[config.mk]
export PLATFORM = sky130hd
export DESIGN_NAME = pulse_arbiter
export DESIGN_NICKNAME = d
export VERILOG_FILES = /design/src/rtl/pulse_arb_pkg.sv /design/src/rtl/pulse_pend_ch.sv /design/src/rtl/pulse_arbiter.sv
export SDC_FILE = /design/constraint.sdc
export NUM_CORES = 1
export LEC_CHECK = 0
export CORE_ASPECT_RATIO = 0.9
export CORE_MARGIN = 5
export CORE_UTILIZATION = 56
export DETAILED_ROUTE_END_ITERATION = 10
export PLACE_DENSITY = 0.83
export SYNTH_ARGS = -nofsm -noshare
export SYNTH_HDL_FRONTEND = slang
export SYNTH_SLANG_ARGS = --single-unit
[constraint.sdc]
create_clock -name clk -period 3.4 [get_ports clk]
set_input_delay 0.51 -clock clk [delete_from_list [all_inputs] [get_ports clk]]
set_output_delay 0.51 -clock clk [all_outputs]
set_load 0.05 [all_outputs]
[src/rtl/pulse_arb_pkg.sv]
// pulse_arb_pkg: shared sizes and FSM encoding for the pulse arbiter
package pulse_arb_pkg;
  localparam int N_CH = 4;
  localparam int CNT_W = 2;
  localparam int CNT_MAX = 3;
  typedef enum logic {IDLE = 1'b0, OFFER = 1'b1} state_e;
endpackage

[src/rtl/pulse_pend_ch.sv]
// pulse_pend_ch: per-channel rising-edge detect, saturating pending counter and sticky drop flag
module pulse_pend_ch
  import pulse_arb_pkg::*;
#(
  parameter int CNT_W = pulse_arb_pkg::CNT_W
) (
  input  logic             clk,
  input  logic             rst_n,
  input  logic             in_i,
  input  logic             acc_i,
  output logic [CNT_W-1:0] cnt_o,
  output logic             drop_o
);
  logic             prev_q, drop_q, drop_d, rise, sat;
  logic [CNT_W-1:0] cnt_q, cnt_d;
  always_comb begin
    rise   = in_i & ~prev_q;
    sat    = cnt_q == CNT_W'(CNT_MAX);
    // a rise coinciding with an accept cancels out: no count change, no drop
    cnt_d  = (rise && !acc_i) ? (sat ? cnt_q : cnt_q + 1'b1) :
             (acc_i && !rise) ? cnt_q - 1'b1 : cnt_q;
    drop_d = drop_q | (rise & ~acc_i & sat);
  end
  always_ff @(posedge clk or negedge rst_n)
    if (!rst_n) begin
      prev_q <= 1'b0;
      cnt_q  <= '0;
      drop_q <= 1'b0;
    end else begin
      prev_q <= in_i;
      cnt_q  <= cnt_d;
      drop_q <= drop_d;
    end
  assign cnt_o  = cnt_q;
  assign drop_o = drop_q;
endmodule

[src/rtl/pulse_arbiter.sv]
// pulse_arbiter: counts input pulses per channel and offers them one at a time in round-robin order
module pulse_arbiter
  import pulse_arb_pkg::*;
#(
  parameter int N_CH  = pulse_arb_pkg::N_CH,
  parameter int CNT_W = pulse_arb_pkg::CNT_W
) (
  input  logic            clk,
  input  logic            rst_n,
  input  logic [N_CH-1:0] in,
  output logic            ev_valid,
  output logic [1:0]      ev_id,
  input  logic            ev_ready,
  output logic [N_CH-1:0] drop,
  output logic            busy
);
  localparam int ID_W = $clog2(N_CH);
  state_e           state_q;
  logic [ID_W-1:0]  id_q, last_q, nxt, idx;
  logic [CNT_W-1:0] cnt [N_CH];
  logic [N_CH-1:0]  nz;
  logic             accept;
  assign accept = (state_q == OFFER) & ev_ready;
  for (genvar i = 0; i < N_CH; i++) begin : g_ch
    pulse_pend_ch #(.CNT_W(CNT_W)) u_ch (
      .clk   (clk),
      .rst_n (rst_n),
      .in_i  (in[i]),
      .acc_i (accept && (id_q == ID_W'(i))),
      .cnt_o (cnt[i]),
      .drop_o(drop[i])
    );
    assign nz[i] = |cnt[i];
  end
  // walk downward so the closest channel after last_q is the final assignment
  always_comb begin
    nxt = last_q;
    idx = '0;
    for (int k = N_CH; k >= 1; k--) begin
      idx = ID_W'((int'(last_q) + k) % N_CH);
      nxt = nz[idx] ? idx : nxt;
    end
  end
  always_ff @(posedge clk or negedge rst_n)
    if (!rst_n) begin
      state_q <= IDLE;
      id_q    <= '0;
      last_q  <= ID_W'(N_CH - 1);
    end else if (state_q == IDLE) begin
      if (|nz) begin
        state_q <= OFFER;
        id_q    <= nxt;
      end
    end else if (ev_ready) begin
      state_q <= IDLE;
      last_q  <= id_q;
    end
  assign ev_valid = state_q == OFFER;
  assign ev_id    = 2'(id_q);
  assign busy     = ev_valid | (|nz);
endmodule

==> summary.txt, run 1 <==
STA
  • Max Clk Rate: 397 MHz
  • RSZ-0062 raised after global routing: no
  • Setup_tns: 0 ns
  • Fin. Hold Viols: 0
  • Skew final: 0.00234 ns
  • Final Max Slew Viols: 0
  • Tcrit/Tclk final: 74.1%
  • Post-route minimum period: 2.52 ns
  • Final setup fails: 0
  • Worst hold slack: 0.478 ns
  • Least-Margin Pin Slew: 0.894 ns
  • Slew headroom: 40.2%

GRT
  • GRT Overall Usage: 16.2%
  • Grt ovf: 0
  • Vias in the first global route: 756
  • Largest net degree at the start of global routing: 22
  • Initial antenna violation count: 0
  • First-pass GRT wire length: 3.53 mm

Die
  • Die Y-Extent: 51.6 um
  • Die W: 56.2 um
  • Floorplan core area: 1880 um^2
  • Die area: 2900 um^2
  • I/O pin count: 15
  • Initial Util: 57.3%
  • Site Rows: 15

Synth
  • Cell area after synthesis: 1080 um^2
  • Yosys top cell area share: 44.2%
  • Area leader, netlist: dfrtp_1
  • Post-synth EDFFs: 0
  • Syn Inst Count: 99
  • Yosys warning total: 0
  • Synth async-reset ratio: 100%
  • Post-synth top cells: dfrtp_1 (19), a21oi_1 (6), inv_1 (6), nand2_1 (6)
  • Library cells used by synthesis: 38
  • Syn avg cell area: 10.9 um^2
  • Ys flop type: dfrtp_1
  • Sequential cell area fraction in the yosys report: 49.1%
  • FF+latch count, synth: 21
  • Syn_nets: 106
  • Most frequent cell after synthesis: dfrtp_1
  • Top post-synthesis cells by area: dfrtp_1 (44%), dfstp_2 (4.9%), nor4_4 (4.0%)

Route
  • Per-cell routed wire length: 14.7 um
  • Routed vias/inst: 5.94
  • First-pass DRT Iterations: 4
  • Drt drc: 0
  • Initial DRC Count: 19
  • DR vias: 808
  • WL final: 2.00 mm
  • DRT antenna net count: 0

Clock network
  • CTS tree: yes
  • Root buffer cell: clkbuf_4
  • Longest Clk Path Bufs: 2
  • CTS Buf Count: 3
  • Clock-pin slew on the worst setup and hold paths: 0.11 ns
  • Clock net sink count: 21
  • H-tree levels: 1
  • Postcts setup bufs: 0
  • PostCTS Resize Cnt: 0
  • Clock Latency Late Sink: 0.30 ns
  • Hold buffer count at cts: 0

Final layout
  • Layout cells sized above 1: 14.4%
  • Final-stage net count: 119
  • Layout area overhead: 14.1%
  • Antenna diode count: 0
  • Register area: 528 um^2
  • Fillers: 174
  • Final Util: 65.4%
  • Footprint of the multi-input gates: 479 um^2

Place
  • Placer Congestion: 0.803
  • Final HPWL DP: 1.49 mm
  • Port buffer count: 14

Critical path
  • Worst-path fanout max: 7
  • Critical Path Sink Type: output port
  • Worst Path Required: 2.89 ns
  • Crit path kind: reg -> out
  • FF-to-FF Start: ev_id[0]
  • Critical path origin: g_ch[2].u_ch.cnt_o[0]
  • Flop2flop setup slack: 1.96 ns
  • Startpoint types: flip-flop
  • Worst r2r path cells: 3
  • CP Data Arrival Time: 2.01 ns
  • CP endpoint: busy
  • Worst reg2reg path endpoint: g_ch[0].u_ch.cnt_o[1]

Status
  • Status: finished, final reports clean

Pwr
  • Worst IR drop on VDD: 431 uV
  • Power per cell area: 595 nW/um^2
  • Leak: 0.505 nW

Flow run
  • Max_cap viols: 0

Min path
  • Hold Path Class: reg -> reg
kinds of logic (layout without fill, tap and decap cells):
kind of cell	after synthesis	in the layout	share of synthesized area, %
compound gates	34	34	24.4
buf+inv	12	24	6.39
flops	21	21	49.1
mux	2	2	2.09
simple gates	30	30	18.0
critical path, cell delays in order, from the launching register on:
cell and delay (ns):
dfrtp_1 0.49, nor4_4 0.35, nand3b_1 0.15, clkdlybuf4s50_1 0.72
placed cells by master, fill, tap and decap left out, types with 2 or more instances in the layout:
master	instances
dfrtp_1	19
nor4_4	2
clkbuf_4	3
nor2_1	5
and3_1	2
a21o_1	4
nand2_1	6
clkdlybuf4s50_1	14
o31ai_1	2
nor3_1	5
a21oi_1	6
nand2b_1	2
o21a_1	2
o211ai_1	4
a31o_2	2
inv_1	6
o21ai_0	4
a31o_1	2
dfstp_2	2
where the power goes:
part	internal, mW	switching, mW
Sequential	0.304	0.108
Combinational	0.0923	0.109
Clock	0.0457	0.0722
Total	0.442	0.289
stage by stage:
step	cell area, um^2	setup WS (ns)	cells	power, mW
final	1230	0.882	136	0.730
after global routing	1230	0.777	136	0.782
after CTS	1230	0.878	136	0.735
after detailed placement	1200	1.24	132	0.616
after global placement	1200	1.26	132	0.605
after floorplan	1080	1.69	99	0.556
cell type report:
| cell class | instances | share of cell area, % |
|---|---|---|
| Clock buffer | 4 | 2.14 |
| Inverter | 6 | 1.83 |
| Multi-Input combinational cell | 66 | 39.0 |
| Sequential cell | 21 | 43.0 |
| Tap cell | 25 | 2.55 |
| Timing Repair Buffer | 14 | 11.4 |
worst min path at each step:
stage | start | endpoint | slack [ns] | cells after the start
global route | g_ch[1].u_ch.drop_o | g_ch[1].u_ch.drop_o | 0.50 | 1
CTS | g_ch[2].u_ch.drop_o | g_ch[2].u_ch.drop_o | 0.48 | 1
floorplan | rst_n | ev_id[0] | 0.21 | 0
finish | g_ch[2].u_ch.drop_o | g_ch[2].u_ch.drop_o | 0.48 | 1
detailed placement | g_ch[1].u_ch.drop_o | g_ch[1].u_ch.drop_o | 0.45 | 1
global placement | g_ch[3].u_ch.drop_o | g_ch[3].u_ch.drop_o | 0.46 | 1
routing by layer:
layer / vias to the layer above / wire, um / track usage, %
met1: 390 / 910 / 21.7
met5: - / 0 / 0
met2: 24 / 929 / 24.7
met4: 0 / 48 / 9.49
li1: 390 / - / -
met3: 4 / 114 / 2.73
state kept, by name, summed over array words and instances, names as in the netlist:
name,count
g_ch.u_ch.cnt_o,8
ev_valid,1
last_q,2
g_ch.u_ch.prev_q,4
ev_id,2
g_ch.u_ch.drop_o,4
Note: power is estimated with default switching activity, not from simulation.
==> run 2: changes to the inputs <==
--- a/config.mk
+++ b/config.mk
@@ -7,9 +7,9 @@
 export LEC_CHECK = 0
 export CORE_ASPECT_RATIO = 0.9
 export CORE_MARGIN = 5
-export CORE_UTILIZATION = 56
+export CORE_UTILIZATION = 47
 export DETAILED_ROUTE_END_ITERATION = 10
-export PLACE_DENSITY = 0.83
+export PLACE_DENSITY = 0.75
 export SYNTH_ARGS = -nofsm -noshare
 export SYNTH_HDL_FRONTEND = slang
 export SYNTH_SLANG_ARGS = --single-unit
==> constraint.sdc (replaced) <==
create_clock -name clk -period 2.1 [get_ports clk]
set_input_delay 0.315 -clock clk [delete_from_list [all_inputs] [get_ports clk]]
set_output_delay 0.315 -clock clk [all_outputs]
set_load 0.05 [all_outputs]
==> run 2 against run 1 <==
  * Hold slack lost 0.14 ns
  * Combinational power grew 75%
  * Critical path depth shrank 2
  * Global-route usage shrank 2.6 points
  * Sequential share of layout area shrank 0.52 points
==> summary.txt, run 2 (synthesized netlist as in run 1, its figures left out) <==
Place
  • Pre-CTS setup slack: 0.344 ns
  • Placer Congestion: 0.760
  • Port buffer count: 14
  • Final HPWL DP: 1.43 mm

Route
  • Routed vias/inst: 5.59
  • DRT antenna net count: 0
  • DR vias: 782
  • Per-cell routed wire length: 13.5 um
  • Initial DRC Count: 10
  • WL final: 1.89 mm
  • Drt drc: 0
  • First-pass DRT Iterations: 4

GRT
  • Initial antenna violation count: 0
  • Largest net degree at the start of global routing: 22
  • Grt ovf: 0
  • First-pass GRT wire length: 3.52 mm
  • Vias in the first global route: 804
  • GRT Overall Usage: 13.6%

Critical path
  • Bufs and invs on worst path: 1
  • CP delay by family, top: buffers and inverters
  • Critical Path, Cell by Cell: clkdlybuf4s50_1
  • CP Data Arrival Time: 1.70 ns
  • Worst-path fanout max: 8
  • Worst Path Required: 1.78 ns
  • FF-to-FF Start: g_ch[1].u_ch.cnt_o[0]
  • Slowest CP cell: clkdlybuf4s50_1
  • Max incr delay on CP: 0.87 ns
  • Crit path kind: reg -> out
  • Critical path origin: ev_id[1]
  • Startpoint types: flip-flop
  • Critical Path Sink Type: output port

Clock network
  • Hold buffer count at cts: 0
  • Longest Clk Path Bufs: 2
  • CTS Buf Count: 3
  • Clock net sink count: 21
  • CTS tree: yes
  • Postcts setup bufs: 0
  • Clock-pin slew on the worst setup and hold paths: 0.11 ns
  • H-tree levels: 1
  • Clock Latency Late Sink: 0.30 ns
  • PostCTS Resize Cnt: 0
  • Root buffer cell: clkbuf_4

Die
  • I/O pin count: 15
  • Initial Util: 49.3%
  • Die Y-Extent: 55.4 um
  • Floorplan core area: 2180 um^2
  • Die W: 60.4 um
  • Site Rows: 16
  • Die area: 3350 um^2

Final layout
  • Most frequent cells in the layout: dfrtp_1 (19), clkdlybuf4s50_1 (13), inv_1 (6), a21oi_1 (6), nand2_1 (6)
  • Layout area overhead: 15.5%
  • Antenna diode count: 0
  • Max FFs per register: 8
  • Commonest non-fill, non-tap cell in the layout: dfrtp_1
  • Final-stage net count: 121
  • Layout cells sized above 1: 16.8%
  • Final Util: 56.9%

STA
  • Setup_tns: 0 ns
  • Max Clk Rate: 497 MHz
  • Skew final: 0.00342 ns
  • Fin. Hold Viols: 0
  • Final setup fails: 0
  • Tcrit/Tclk final: 95.9%
  • PnR worst setup slack: 0.0869 ns
  • Final Max Slew Viols: 0
  • Least-Margin Pin Slew: 0.496 ns
  • Worst hold slack: 0.338 ns
  • RSZ-0062 raised after global routing: no
  • Slew headroom: 66.8%
  • Post-route minimum period: 2.01 ns

Status
  • Status: finished, final reports clean

Min path
  • Hold Path Class: in -> async

Flow run
  • Max_cap viols: 0

Pwr
  • Leak: 0.514 nW
  • Total chip power: 1.19 mW
  • Worst IR drop on VDD: 832 uV
  • Power per cell area: 956 nW/um^2
## run 2: changes by cell type in the layout (fill, tap and decap cells not counted), sizes merged
cell	previous run	this run
buf	0	3
clkdlybuf4s50	14	13
## run 2: where the power goes
group / switching, mW / internal (mW) / leakage, nW
combinational: 0.193 / 0.159 / 0.288
clock: 0.118 / 0.0741 / 0.0150
sequential: 0.151 / 0.492 / 0.211
## run 2: path summary, 6_finish.rpt
kind                       cells after the start  slack [ns]             endpoint
max                                            1        0.09             ev_id[1]
min                                            2        0.34  g_ch[2].u_ch.drop_o
max reg2reg                                    4        0.66             ev_id[0]
min reg2reg                                    1        0.48  g_ch[2].u_ch.drop_o
max in group asynchronous                      2        1.50            last_q[1]
min in group clk                               1        0.47  g_ch[2].u_ch.prev_q
## run 2: final cells by class
type | instances | area [um^2]
fill | 191 | 940
sequential | 21 | 528
multi-input combinational | 66 | 479
timing repair buffer | 16 | 153
tap | 27 | 33.8
clock buffer | 4 | 26.3
inverter | 6 | 22.5
## run 2: layer usage
metal	vias to the layer above	routed length, um	GRT usage (%)
met2	15	850	21.1
met4	0	14	3.72
li1	391	-	-
met5	-	0	0
met1	374	904	17.3
met3	2	120	5.59
## run 2: per-stage QoR
step | area [um^2] | instances
global route | 1240 | 140
finish | 1240 | 140
global placement | 1220 | 136
floorplan | 1080 | 99
CTS | 1240 | 140
detailed placement | 1220 | 136
==> run 3: changes to the inputs <==
--- a/config.mk
+++ b/config.mk
@@ -10,6 +10,7 @@
 export CORE_UTILIZATION = 47
 export DETAILED_ROUTE_END_ITERATION = 10
 export PLACE_DENSITY = 0.75
+export SLEW_MARGIN = 20
 export SYNTH_ARGS = -nofsm -noshare
 export SYNTH_HDL_FRONTEND = slang
 export SYNTH_SLANG_ARGS = --single-unit
==> results of run 3 <==
The final DEF is identical to that of run 2; final timing and power are the same.
